==> src/rtl/iceboard_pkg.sv <==
// Shared types and defaults for the iceboard UART transmit arbiter.
package iceboard_pkg;

   typedef enum logic [1:0] {
      IDLE,
      BUSY,
      GAP
   } state_t;

   localparam int DEFAULT_GAP_CYCLES     = 16;
   localparam int DEFAULT_TIMEOUT_CYCLES = 1024;

   function automatic int req_idx_w(input int n);
      return (n > 1) ? $clog2(n) : 1;
   endfunction

endpackage

==> src/rtl/iceboard_tx_arbiter_rr_pick.sv <==
// Combinational round-robin picker: first requester strictly after rr_ptr, wrapping.
module rr_pick
   import iceboard_pkg::*;
#(
   parameter  int NUM_REQ = 4,
   localparam int IDX_W   = req_idx_w(NUM_REQ)
) (
   input  logic [NUM_REQ-1:0] req,
   input  logic [IDX_W-1:0]   rr_ptr,
   output logic [NUM_REQ-1:0] winner,
   output logic [IDX_W-1:0]   index,
   output logic               any
);

   logic [2*NUM_REQ-1:0] doubled;
   logic [NUM_REQ-1:0]   rotated;
   logic [IDX_W-1:0]     rot_idx;
   int                   start;

   // Rotate so the slot after rr_ptr lands at bit 0, priority-encode, then rotate the index back.
   always_comb begin
      start = int'(rr_ptr) + 1;
      if (start >= NUM_REQ) start = 0;
      doubled = {req, req} >> start;
      rotated = doubled[NUM_REQ-1:0];
      any     = |req;
      rot_idx = '0;
      for (int i = NUM_REQ - 1; i >= 0; i--) begin
         if (rotated[i]) rot_idx = IDX_W'(i);
      end
      index  = IDX_W'((int'(rot_idx) + start) % NUM_REQ);
      winner = '0;
      for (int i = 0; i < NUM_REQ; i++) begin
         winner[i] = any && (int'(index) == i);
      end
   end

endmodule

==> src/rtl/iceboard_tx_arbiter.sv <==
// Frame-locked round-robin arbiter sharing the iceboard UART byte stream,
// with an inter-frame idle gap and stalled-owner abort.
module iceboard_tx_arbiter
   import iceboard_pkg::*;
#(
   parameter  int NUM_REQ        = 4,
   parameter  int DATA_W         = 8,
   parameter  int GAP_CYCLES     = DEFAULT_GAP_CYCLES,
   parameter  int TIMEOUT_CYCLES = DEFAULT_TIMEOUT_CYCLES,
   localparam int REQ_IDX_W      = req_idx_w(NUM_REQ)
) (
   input  logic                      clk_clk,
   input  logic                      reset_reset,
   input  logic [NUM_REQ-1:0]        req_valid,
   input  logic [NUM_REQ*DATA_W-1:0] req_data,
   input  logic [NUM_REQ-1:0]        req_last,
   output logic [NUM_REQ-1:0]        req_ready,
   output logic                      tx_valid,
   output logic [DATA_W-1:0]         tx_data,
   input  logic                      tx_ready,
   output logic [NUM_REQ-1:0]        grant,
   output logic                      busy,
   output logic                      timeout_err,
   output logic [REQ_IDX_W-1:0]      err_id
);

   localparam int GAP_W = (GAP_CYCLES > 0) ? $clog2(GAP_CYCLES + 1) : 1;
   localparam int TO_W  = (TIMEOUT_CYCLES > 1) ? $clog2(TIMEOUT_CYCLES) : 1;
   localparam logic [GAP_W-1:0] GAP_LOAD = GAP_W'(GAP_CYCLES);
   localparam logic [TO_W-1:0]  TO_LAST  = TO_W'(TIMEOUT_CYCLES - 1);

   state_t               state;
   logic [REQ_IDX_W-1:0] rr_ptr;
   logic [GAP_W-1:0]     gap_cnt;
   logic [TO_W-1:0]      to_cnt;

   logic [NUM_REQ-1:0]   pick_winner;
   logic [REQ_IDX_W-1:0] pick_index;
   logic                 pick_any;
   logic                 owner_valid;
   logic                 owner_last;
   logic                 transfer;

   rr_pick #(.NUM_REQ(NUM_REQ)) u_pick (
      .req    (req_valid),
      .rr_ptr (rr_ptr),
      .winner (pick_winner),
      .index  (pick_index),
      .any    (pick_any)
   );

   // rr_ptr always holds the current owner's index while a frame is in progress.
   assign owner_valid = req_valid[rr_ptr];
   assign owner_last  = req_last[rr_ptr];
   assign busy        = (state != IDLE);
   assign tx_valid    = (state == BUSY) && owner_valid;
   assign tx_data     = tx_valid ? req_data[int'(rr_ptr)*DATA_W +: DATA_W] : '0;
   assign req_ready   = grant & {NUM_REQ{tx_ready}};
   assign transfer    = tx_valid && tx_ready;

   always_ff @(posedge clk_clk) begin
      if (reset_reset) begin
         state       <= IDLE;
         grant       <= '0;
         rr_ptr      <= REQ_IDX_W'(NUM_REQ - 1);
         gap_cnt     <= '0;
         to_cnt      <= '0;
         timeout_err <= 1'b0;
         err_id      <= '0;
      end else begin
         timeout_err <= 1'b0;
         case (state)
            IDLE: begin
               if (pick_any) begin
                  grant  <= pick_winner;
                  rr_ptr <= pick_index;
                  to_cnt <= '0;
                  state  <= BUSY;
               end
            end
            BUSY: begin
               if (transfer) begin
                  to_cnt <= '0;
                  if (owner_last) begin
                     grant <= '0;
                     if (GAP_CYCLES == 0) begin
                        state <= IDLE;
                     end else begin
                        gap_cnt <= GAP_LOAD;
                        state   <= GAP;
                     end
                  end
               // Backpressure with valid held leaves to_cnt untouched.
               end else if (!owner_valid) begin
                  if (to_cnt == TO_LAST) begin
                     timeout_err <= 1'b1;
                     err_id      <= rr_ptr;
                     grant       <= '0;
                     to_cnt      <= '0;
                     if (GAP_CYCLES == 0) begin
                        state <= IDLE;
                     end else begin
                        gap_cnt <= GAP_LOAD;
                        state   <= GAP;
                     end
                  end else begin
                     to_cnt <= to_cnt + TO_W'(1);
                  end
               end
            end
            GAP: begin
               if (gap_cnt <= GAP_W'(1)) begin
                  gap_cnt <= '0;
                  state   <= IDLE;
               end else begin
                  gap_cnt <= gap_cnt - GAP_W'(1);
               end
            end
            default: state <= IDLE;
         endcase
      end
   end

endmodule

==> config.mk <==
export PLATFORM = sky130hd
export DESIGN_NAME = iceboard_tx_arbiter
export DESIGN_NICKNAME = d
export VERILOG_FILES = /design/src/rtl/iceboard_pkg.sv /design/src/rtl/iceboard_tx_arbiter_rr_pick.sv /design/src/rtl/iceboard_tx_arbiter.sv
export SDC_FILE = /design/constraint.sdc
export NUM_CORES = 1
export LEC_CHECK = 0
export BUFFER_PORTS_ARGS = -buffer_cell sky130_fd_sc_hd__buf_4
export CAP_MARGIN = 15
export CORE_MARGIN = 5
export CORE_UTILIZATION = 45
export DETAILED_ROUTE_END_ITERATION = 10
export GPL_TIMING_DRIVEN = 0
export MAX_ROUTING_LAYER = met4
export PLACE_DENSITY = 0.79
export SETUP_SLACK_MARGIN = 0.5
export SYNTH_ARGS = -nofsm -noshare
export SYNTH_HDL_FRONTEND = slang
export SYNTH_SLANG_ARGS = --single-unit
==> constraint.sdc <==
create_clock -name clk_clk -period 2.5 [get_ports clk_clk]
set_clock_uncertainty 0.15 [all_clocks]
set_input_delay 0.25 -clock clk_clk [delete_from_list [all_inputs] [get_ports clk_clk]]
set_output_delay 0.25 -clock clk_clk [all_outputs]
set_load 0.01 [all_outputs]
### After elaboration in Yosys (flattened, before gate mapping)

Index checks and enable logic that the tools add are counted.

| word-level totals | value |
|---|---|
| flip-flop bits (word level) | 26 |
| bits in latches | 0 |
| bits in writable memories | 0 |
| memory bits (read-only) | 0 |
| input port bits | 43 |
| output and inout bits | 21 |
| logic and storage cells | 85 |
| memories kept | 0 |

| operators by class | value |
|---|---|
| add/subtract/negate cells | 4 |
| multipliers | 0 |
| divide/modulo/power cells | 0 |
| magnitude comparators | 3 |
| equal/unequal tests | 11 |
| shifts and indexed selects | 2 |
| mux-type cells | 35 |
| bitwise operators | 4 |
| reductions and logical operators | 19 |

Operator list:

| kind | count |
|---|---|
| $mux 10 | 4 |
| $ge 32x4->1 const B | 1 |
| $shiftx 32x6->8 | 1 |
| $mux 5 | 5 |
| $mux 2 | 10 |
| $mux 4 | 5 |
| $pmux 10 s2 | 1 |
| $add 10x1->10 const B | 1 |
| $eq 10x10->1 const B | 1 |
| $pmux 5 s2 | 1 |
| $reduce_and 5->1 | 2 |
| $mux 8 | 1 |
| $pmux 4 s2 | 1 |
| $reduce_and 4->1 | 2 |
| $reduce_or 4->1 | 2 |
| $shr 8x3->4 | 1 |
| $eq 2x2->1 const B | 3 |
| $logic_and 1x1->1 | 6 |
| $ne 3x3->1 const B | 2 |
| $pmux 2 s3 | 1 |
| $reduce_bool 2->1 | 3 |
| $le 5x1->1 const B | 1 |
| $sub 5x1->5 const B | 1 |
| $and 4x4->4 | 1 |
| 13 further kinds | 21 |

### Depth between registers and ports, before layout

| logic depth | value |
|---|---|
| depth in word-level cells | 13 |
| depth in mapped cells | 9 |
| gate-level depth less buffers | 7 |

### Modules after synthesis

From an unflattened synthesis, not the netlist that was laid out.

| second synthesis, totals | value |
|---|---|
| cells, all modules | 219 |
| area total of the unflattened synthesis | 1,988.2 µm² |

By module, submodules not included:

| module | times used | cells an instance | area an instance (µm²) | seq. area each (µm²) |
|---|---|---|---|---|
| iceboard_tx_arbiter | 1 | 191 | 1,799.2 | 520.5 |
| rr_pick | 1 | 28 | 188.9 | 0.0 |

### Worst setup path before layout

Ideal clock, no wire load.

| timing | value |
|---|---|
| path kind | flip-flop to flip-flop |
| start | register rr_ptr[0] |
| end | register grant[0] |
| setup time | 0.101 ns |
| arrival time | 2.091 ns |
| data required time | 2.249 ns |
| slack | 0.158 ns |
| stages on the path, launching flop included | 10 |
| buffers on the path | 2 |
| period minus slack after synthesis | 2.342 ns |
| path through | dfxtp_1 > buf_2 > clkbuf_1 > nand2b_1 > o22ai_1 > o21ai_0 > nand3_1 > ha_1 > xor2_1 > o41ai_1 |

| on the way | value |
|---|---|
| longest elaborated chain between the ends | 13 |
| elaborated cells on any way between the ends | 24 |
| classes of those cells | add/sub: 2; order compare: 1; eq/ne: 3; shift: 1; mux: 12; reduce/logical: 5 |

RTL lines:

| item | RTL line | RTL |
|---|---|---|
| from (decl) | iceboard_tx_arbiter.sv:33 | `logic [REQ_IDX_W-1:0] rr_ptr;` |
| from (signal assigned) | iceboard_tx_arbiter.sv:65 | `rr_ptr <= REQ_IDX_W'(NUM_REQ - 1);` |
| from (signal assigned) | iceboard_tx_arbiter.sv:76 | `rr_ptr <= pick_index;` |
| $add 2x1->3 | iceboard_tx_arbiter_rr_pick.sv:22 | `start = int'(rr_ptr) + 1;` |
| $ge 32x4->1 | iceboard_tx_arbiter_rr_pick.sv:23 | `if (start >= NUM_REQ) start = 0;` |
| $mux 3 | iceboard_tx_arbiter_rr_pick.sv:23 |  |
| $shr 8x3->4 | iceboard_tx_arbiter_rr_pick.sv:24 | `doubled = {req, req} >> start;` |
| $mux 2 (4 in series) | iceboard_tx_arbiter_rr_pick.sv:29 | `if (rotated[i]) rot_idx = IDX_W'(i);` |
| $add 2x2->2 | iceboard_tx_arbiter_rr_pick.sv:31 | `index = IDX_W'((int'(rot_idx) + start) % NUM_REQ);` |
| $logic_not 2->1 | iceboard_tx_arbiter_rr_pick.sv:34 | `winner[i] = any && (int'(index) == i);` |
| $logic_and 1x1->1 | iceboard_tx_arbiter_rr_pick.sv:34 |  |
| $mux 4 | iceboard_tx_arbiter.sv:74 | `if (pick_any) begin` |
| $pmux 4 s2 | iceboard_tx_arbiter.sv:72 | `case (state)` |
| to (signal assigned) | iceboard_tx_arbiter.sv:75 | `grant <= pick_winner;` |
| to (decl) | iceboard_tx_arbiter.sv:21 | `output logic [NUM_REQ-1:0] grant,` |

Parallel ways exist; a longest one is shown, timed or not. The select of a mux whose other input is x is not followed.
A chain may end at the register's enable or synchronous reset.

### Worst setup path in the final report

| timing | value |
|---|---|
| start | register rr_ptr[0] |
| end | register to_cnt[6] |

| on the way | value |
|---|---|
| longest elaborated chain between the ends | 6 |
| elaborated cells on any way between the ends | 8 |
| classes of those cells | eq/ne: 1; mux: 4; reduce/logical: 3 |

RTL lines:

| item | RTL line | RTL |
|---|---|---|
| $bmux 1 s2 (*) | iceboard_tx_arbiter.sv:53 | `assign owner_valid = req_valid[rr_ptr];` |
| $mux 1 (implied by the code) (*) | iceboard_tx_arbiter.sv:53 |  |
| $logic_and 1x1->1 | iceboard_tx_arbiter.sv:56 | `assign tx_valid = (state == BUSY) && owner_valid;` |
| $logic_and 1x1->1 | iceboard_tx_arbiter.sv:59 | `assign transfer = tx_valid && tx_ready;` |
| $ne 3x3->1 (no line) or $mux 10 (tied branches) | - |  |
| $reduce_and 3->1 (no line) or $pmux 10 s2 (tied branches) | - |  |
| to (signal assigned) | iceboard_tx_arbiter.sv:107 | `to_cnt <= to_cnt + TO_W'(1);` |
| to (decl) | iceboard_tx_arbiter.sv:35 | `logic [TO_W-1:0] to_cnt;` |

Mark *: on every way between the ends. The rest lies on a longest branch, timed or not. The select of a mux whose other input is x is not followed.

==> impl_metrics.tcl <==
set metrics [dict create \
    outcome "completed" \
    vias 2133 \
    cts_tree "done" \
    dpl.hpwl_mm 3.86 \
    fill_cells 275 \
    timing.critical_path.cells "mux4_2 > buf_6 > buf_6 > buf_6 > a21boi_4 > nand2b_1 > a21o_1 > buf_6 > nor2_1" \
    grtUsageMet2 0.358 \
    post_cts_hold_buffer_count 0 \
    routedWlPerCell_um 18.8 \
    antenna_found_initial 0 \
    cpMaxStageDelayCell "sky130_fd_sc_hd__mux4_2" \
    clock_latency_on_the_worst_skew_pair_ns 0.28 \
    final_net_count 351 \
    clock-root-buffer "sky130_fd_sc_hd__clkbuf_8" \
    timing.max_slew.rel_slack 0.428 \
    cp_required_ns 2.56 \
    drc 0 \
    dr.first_iter.drc_count 152 \
    grt_first_pass_wirelength_mm 9.13 \
    static-leakage-power_nw 1.29 \
    grt_use_met1 0.287 \
    worst-slew-pin-transition_ns 0.851 \
    post_route_cells_drive_above_1_share 0.478 \
    timing.hold.ws_ns 0.231 \
    timing.critical_path.max_delay_family "multiplexers" \
    std_cell_rows 23 \
    power_density_nw_per_um2 1120 \
    postSynthNetCount 265 \
    place_inst 324 \
    start_kind "register" \
    critical_path_fanout_max 5 \
    number_of_hold_slack_violations_in_the_final_timing_report 0 \
    setup_viol 0 \
    delay_of_the_slowest_critical_path_stage_ns 0.56 \
    number_of_storage_elements_in_the_synthesis_netlist 26 \
    drt_pass1_iterations 5 \
    detail_route.vias_per_cell 6.11 \
    mappedNetlistArea_sq_um 1850 \
    cts-root-to-sink-buffers 2 \
    grt_overflow_total 0 \
    synth_warnings 0 \
    tns_ns 0 \
    min_period_over_period 0.926 \
    synth-main-ff-cell "sky130_fd_sc_hd__dfxtp_1" \
    detail-route-antenna-nets 0 \
    maxClockFrequency_mhz 432 \
    setup_repair_after_global_routing_missed_its_margin "yes" \
    netlist.top_cell.by_area "sky130_fd_sc_hd__dfxtp_1" \
    htreeDepth 1 \
    syn2layout_area_growth_pct 58.6 \
    worst_setup_path_end_kind "register" \
    routed_wl_mm 6.58 \
    power.ir.vdd_worst_v 0.000751 \
    vias_in_the_first_global_route 1904 \
    fp.dieW_um 74.1 \
    synth.yosys.seq_area_share 0.281 \
    netlist_instances 214 \
    yosysTopAreaCellShare 0.281 \
    grt_max_degree 15 \
    routabilityCongestion 0.801 \
    numPortBuffers 60 \
    synth-edff-count 0 \
    dieHeight_um 74.1 \
    post_synth_most_frequent_cells "sky130_fd_sc_hd__dfxtp_1 (26), sky130_fd_sc_hd__nor2_1 (19), sky130_fd_sc_hd__nand2_1 (14), sky130_fd_sc_hd__and3_1 (12), sky130_fd_sc_hd__o21ai_0 (10)" \
    design.core.area_sq_um 4000 \
    shortest_clock_period_the_worst_path_allows_after_layout_ns 2.32 \
    hp-class "in -> reg" \
    global_route.peak_usage_layer "met2" \
    worst-path-buf-inv 4 \
    synth.most_common_cell "sky130_fd_sc_hd__dfxtp_1" \
    drv_slew 0 \
    final_cells 349 \
    floorplan.initialDensity 0.462 \
    syn-mean-instance-area_sq_um 8.64 \
    clock_sinks 26 \
    critical_path_class "reg -> reg" \
    use_met3 0.0257 \
    max_cap_viol_count 0 \
    design.portCount 64 \
    yosysUniqueCellTypes 47 \
    clk_pin_slew_worst_paths_ns 0.10 \
    final_core_util 0.733 \
    die-area_sq_um 5490 \
    synthArstFlopShare 0 \
    worst_ep_arrival_time_ns 2.37 \
    most_used_cell_cp "sky130_fd_sc_hd__buf_6" \
    antenna_cells_inserted 0 \
    netlist_top_cells_area "sky130_fd_sc_hd__dfxtp_1 (28%), sky130_fd_sc_hd__mux4_2 (11%), sky130_fd_sc_hd__ha_1 (5.4%)" \
    globalRouteTotalUtil 0.215 \
    cts_made_buffers 3 \
]
logic make-up (layout without fill, tap and decap cells):
family | after synthesis | count (layout) | share of synthesized area
buffers and inverters | 23 | 108 | 0.0602
AO/OA/AOI/OAI | 54 | 54 | 0.200
AND/OR/NAND/NOR | 80 | 80 | 0.226
XOR/XNOR | 10 | 10 | 0.0474
flip-flops | 26 | 26 | 0.281
multiplexers | 13 | 13 | 0.131
adder cells (fa/ha/maj) | 8 | 8 | 0.0541
worst min-delay path: stages:
cell	delay [ns]
sky130_fd_sc_hd__buf_4	0.11
sky130_fd_sc_hd__nor2_1	0.07
sky130_fd_sc_hd__nand2_1	0.11
sky130_fd_sc_hd__o41ai_2	0.08
layout by cell type, fill, tap and decap left out, types with 3 or more instances in the layout:
master / Yosys / final
sky130_fd_sc_hd__nand3_1: 9 / 6
sky130_fd_sc_hd__o41ai_2: 0 / 3
sky130_fd_sc_hd__xnor2_1: 4 / 3
sky130_fd_sc_hd__a21oi_1: 9 / 5
sky130_fd_sc_hd__o21ai_0: 10 / 4
sky130_fd_sc_hd__buf_4: 0 / 72
sky130_fd_sc_hd__a21oi_2: 0 / 3
sky130_fd_sc_hd__mux4_2: 9 / 9
sky130_fd_sc_hd__clkbuf_8: 0 / 4
sky130_fd_sc_hd__nor2_1: 19 / 17
sky130_fd_sc_hd__nand2b_1: 4 / 4
sky130_fd_sc_hd__o21ai_1: 1 / 4
sky130_fd_sc_hd__and2_1: 4 / 4
sky130_fd_sc_hd__mux2i_1: 4 / 4
sky130_fd_sc_hd__o211ai_1: 8 / 8
sky130_fd_sc_hd__inv_1: 9 / 9
sky130_fd_sc_hd__nand4_1: 5 / 5
sky130_fd_sc_hd__and3_1: 12 / 12
sky130_fd_sc_hd__dfxtp_1: 26 / 25
sky130_fd_sc_hd__ha_1: 8 / 6
sky130_fd_sc_hd__xor2_1: 6 / 6
sky130_fd_sc_hd__buf_6: 3 / 13
sky130_fd_sc_hd__nand2_1: 14 / 12
timing repair:
item / CTS / global route
endpoints found under the setup margin: 32 / 32
gates cloned: 1 / 1
setup buffers: 8 / 11
pin swaps: 6 / 5
gates resized for setup: 36 / 49
metrics by stage:
stage               area [sq um]  setup slack (ns)  power (mW)
finish                      2930             0.184        3.30
global route                2930             0.125        3.49
CTS                         2670             0.288        2.70
detailed placement          2400            0.0412        2.05
global placement            2400            0.0529        2.03
floorplan                   1890             0.351        1.63
power by group:
group | internal (mW) | switching (mW)
sequential | 0.499 | 0.0892
combinational | 1.24 | 1.19
clock | 0.141 | 0.141
final cells by class:
type | instances | area [sq um] | area share
Multi-Input combinational cell | 165 | 1480 | 0.504
Tap cell | 50 | 62.6 | 0.0213
Buffer | 13 | 125 | 0.0427
Clock buffer | 4 | 55.1 | 0.0188
Inverter | 10 | 37.5 | 0.0128
Timing Repair Buffer | 81 | 651 | 0.222
Sequential cell | 26 | 524 | 0.179
layer usage:
| metal | up-vias | wire, um |
|---|---|---|
| met2 | 107 | 3250 |
| met1 | 1029 | 2700 |
| met3 | 25 | 427 |
| li1 | 972 | - |
| met4 | 0 | 203 |
| met5 | - | 0 |
sequential cells by signal, summed over array words and instances (netlist names):
signal	cells
to_cnt	10
gap_cnt	5
timeout_err	1
rr_ptr	2
state	2
grant	4
err_id	2
final timing paths:
kind / start / end / slack [ns] / cells after the start
hold / removal: reset_reset / grant[0]$_SDFFE_PP0P_ / 0.23 / 4
setup / recovery: rr_ptr[0]$_SDFFE_PP1P_ / to_cnt[6]$_SDFFE_PP0P_ / 0.18 / 9
hold reg to reg: err_id[1]$_SDFFE_PP0P_ / err_id[1]$_SDFFE_PP0P_ / 0.31 / 2
setup reg to reg: rr_ptr[0]$_SDFFE_PP1P_ / to_cnt[6]$_SDFFE_PP0P_ / 0.18 / 9
Power figures use the tool's default switching activity.
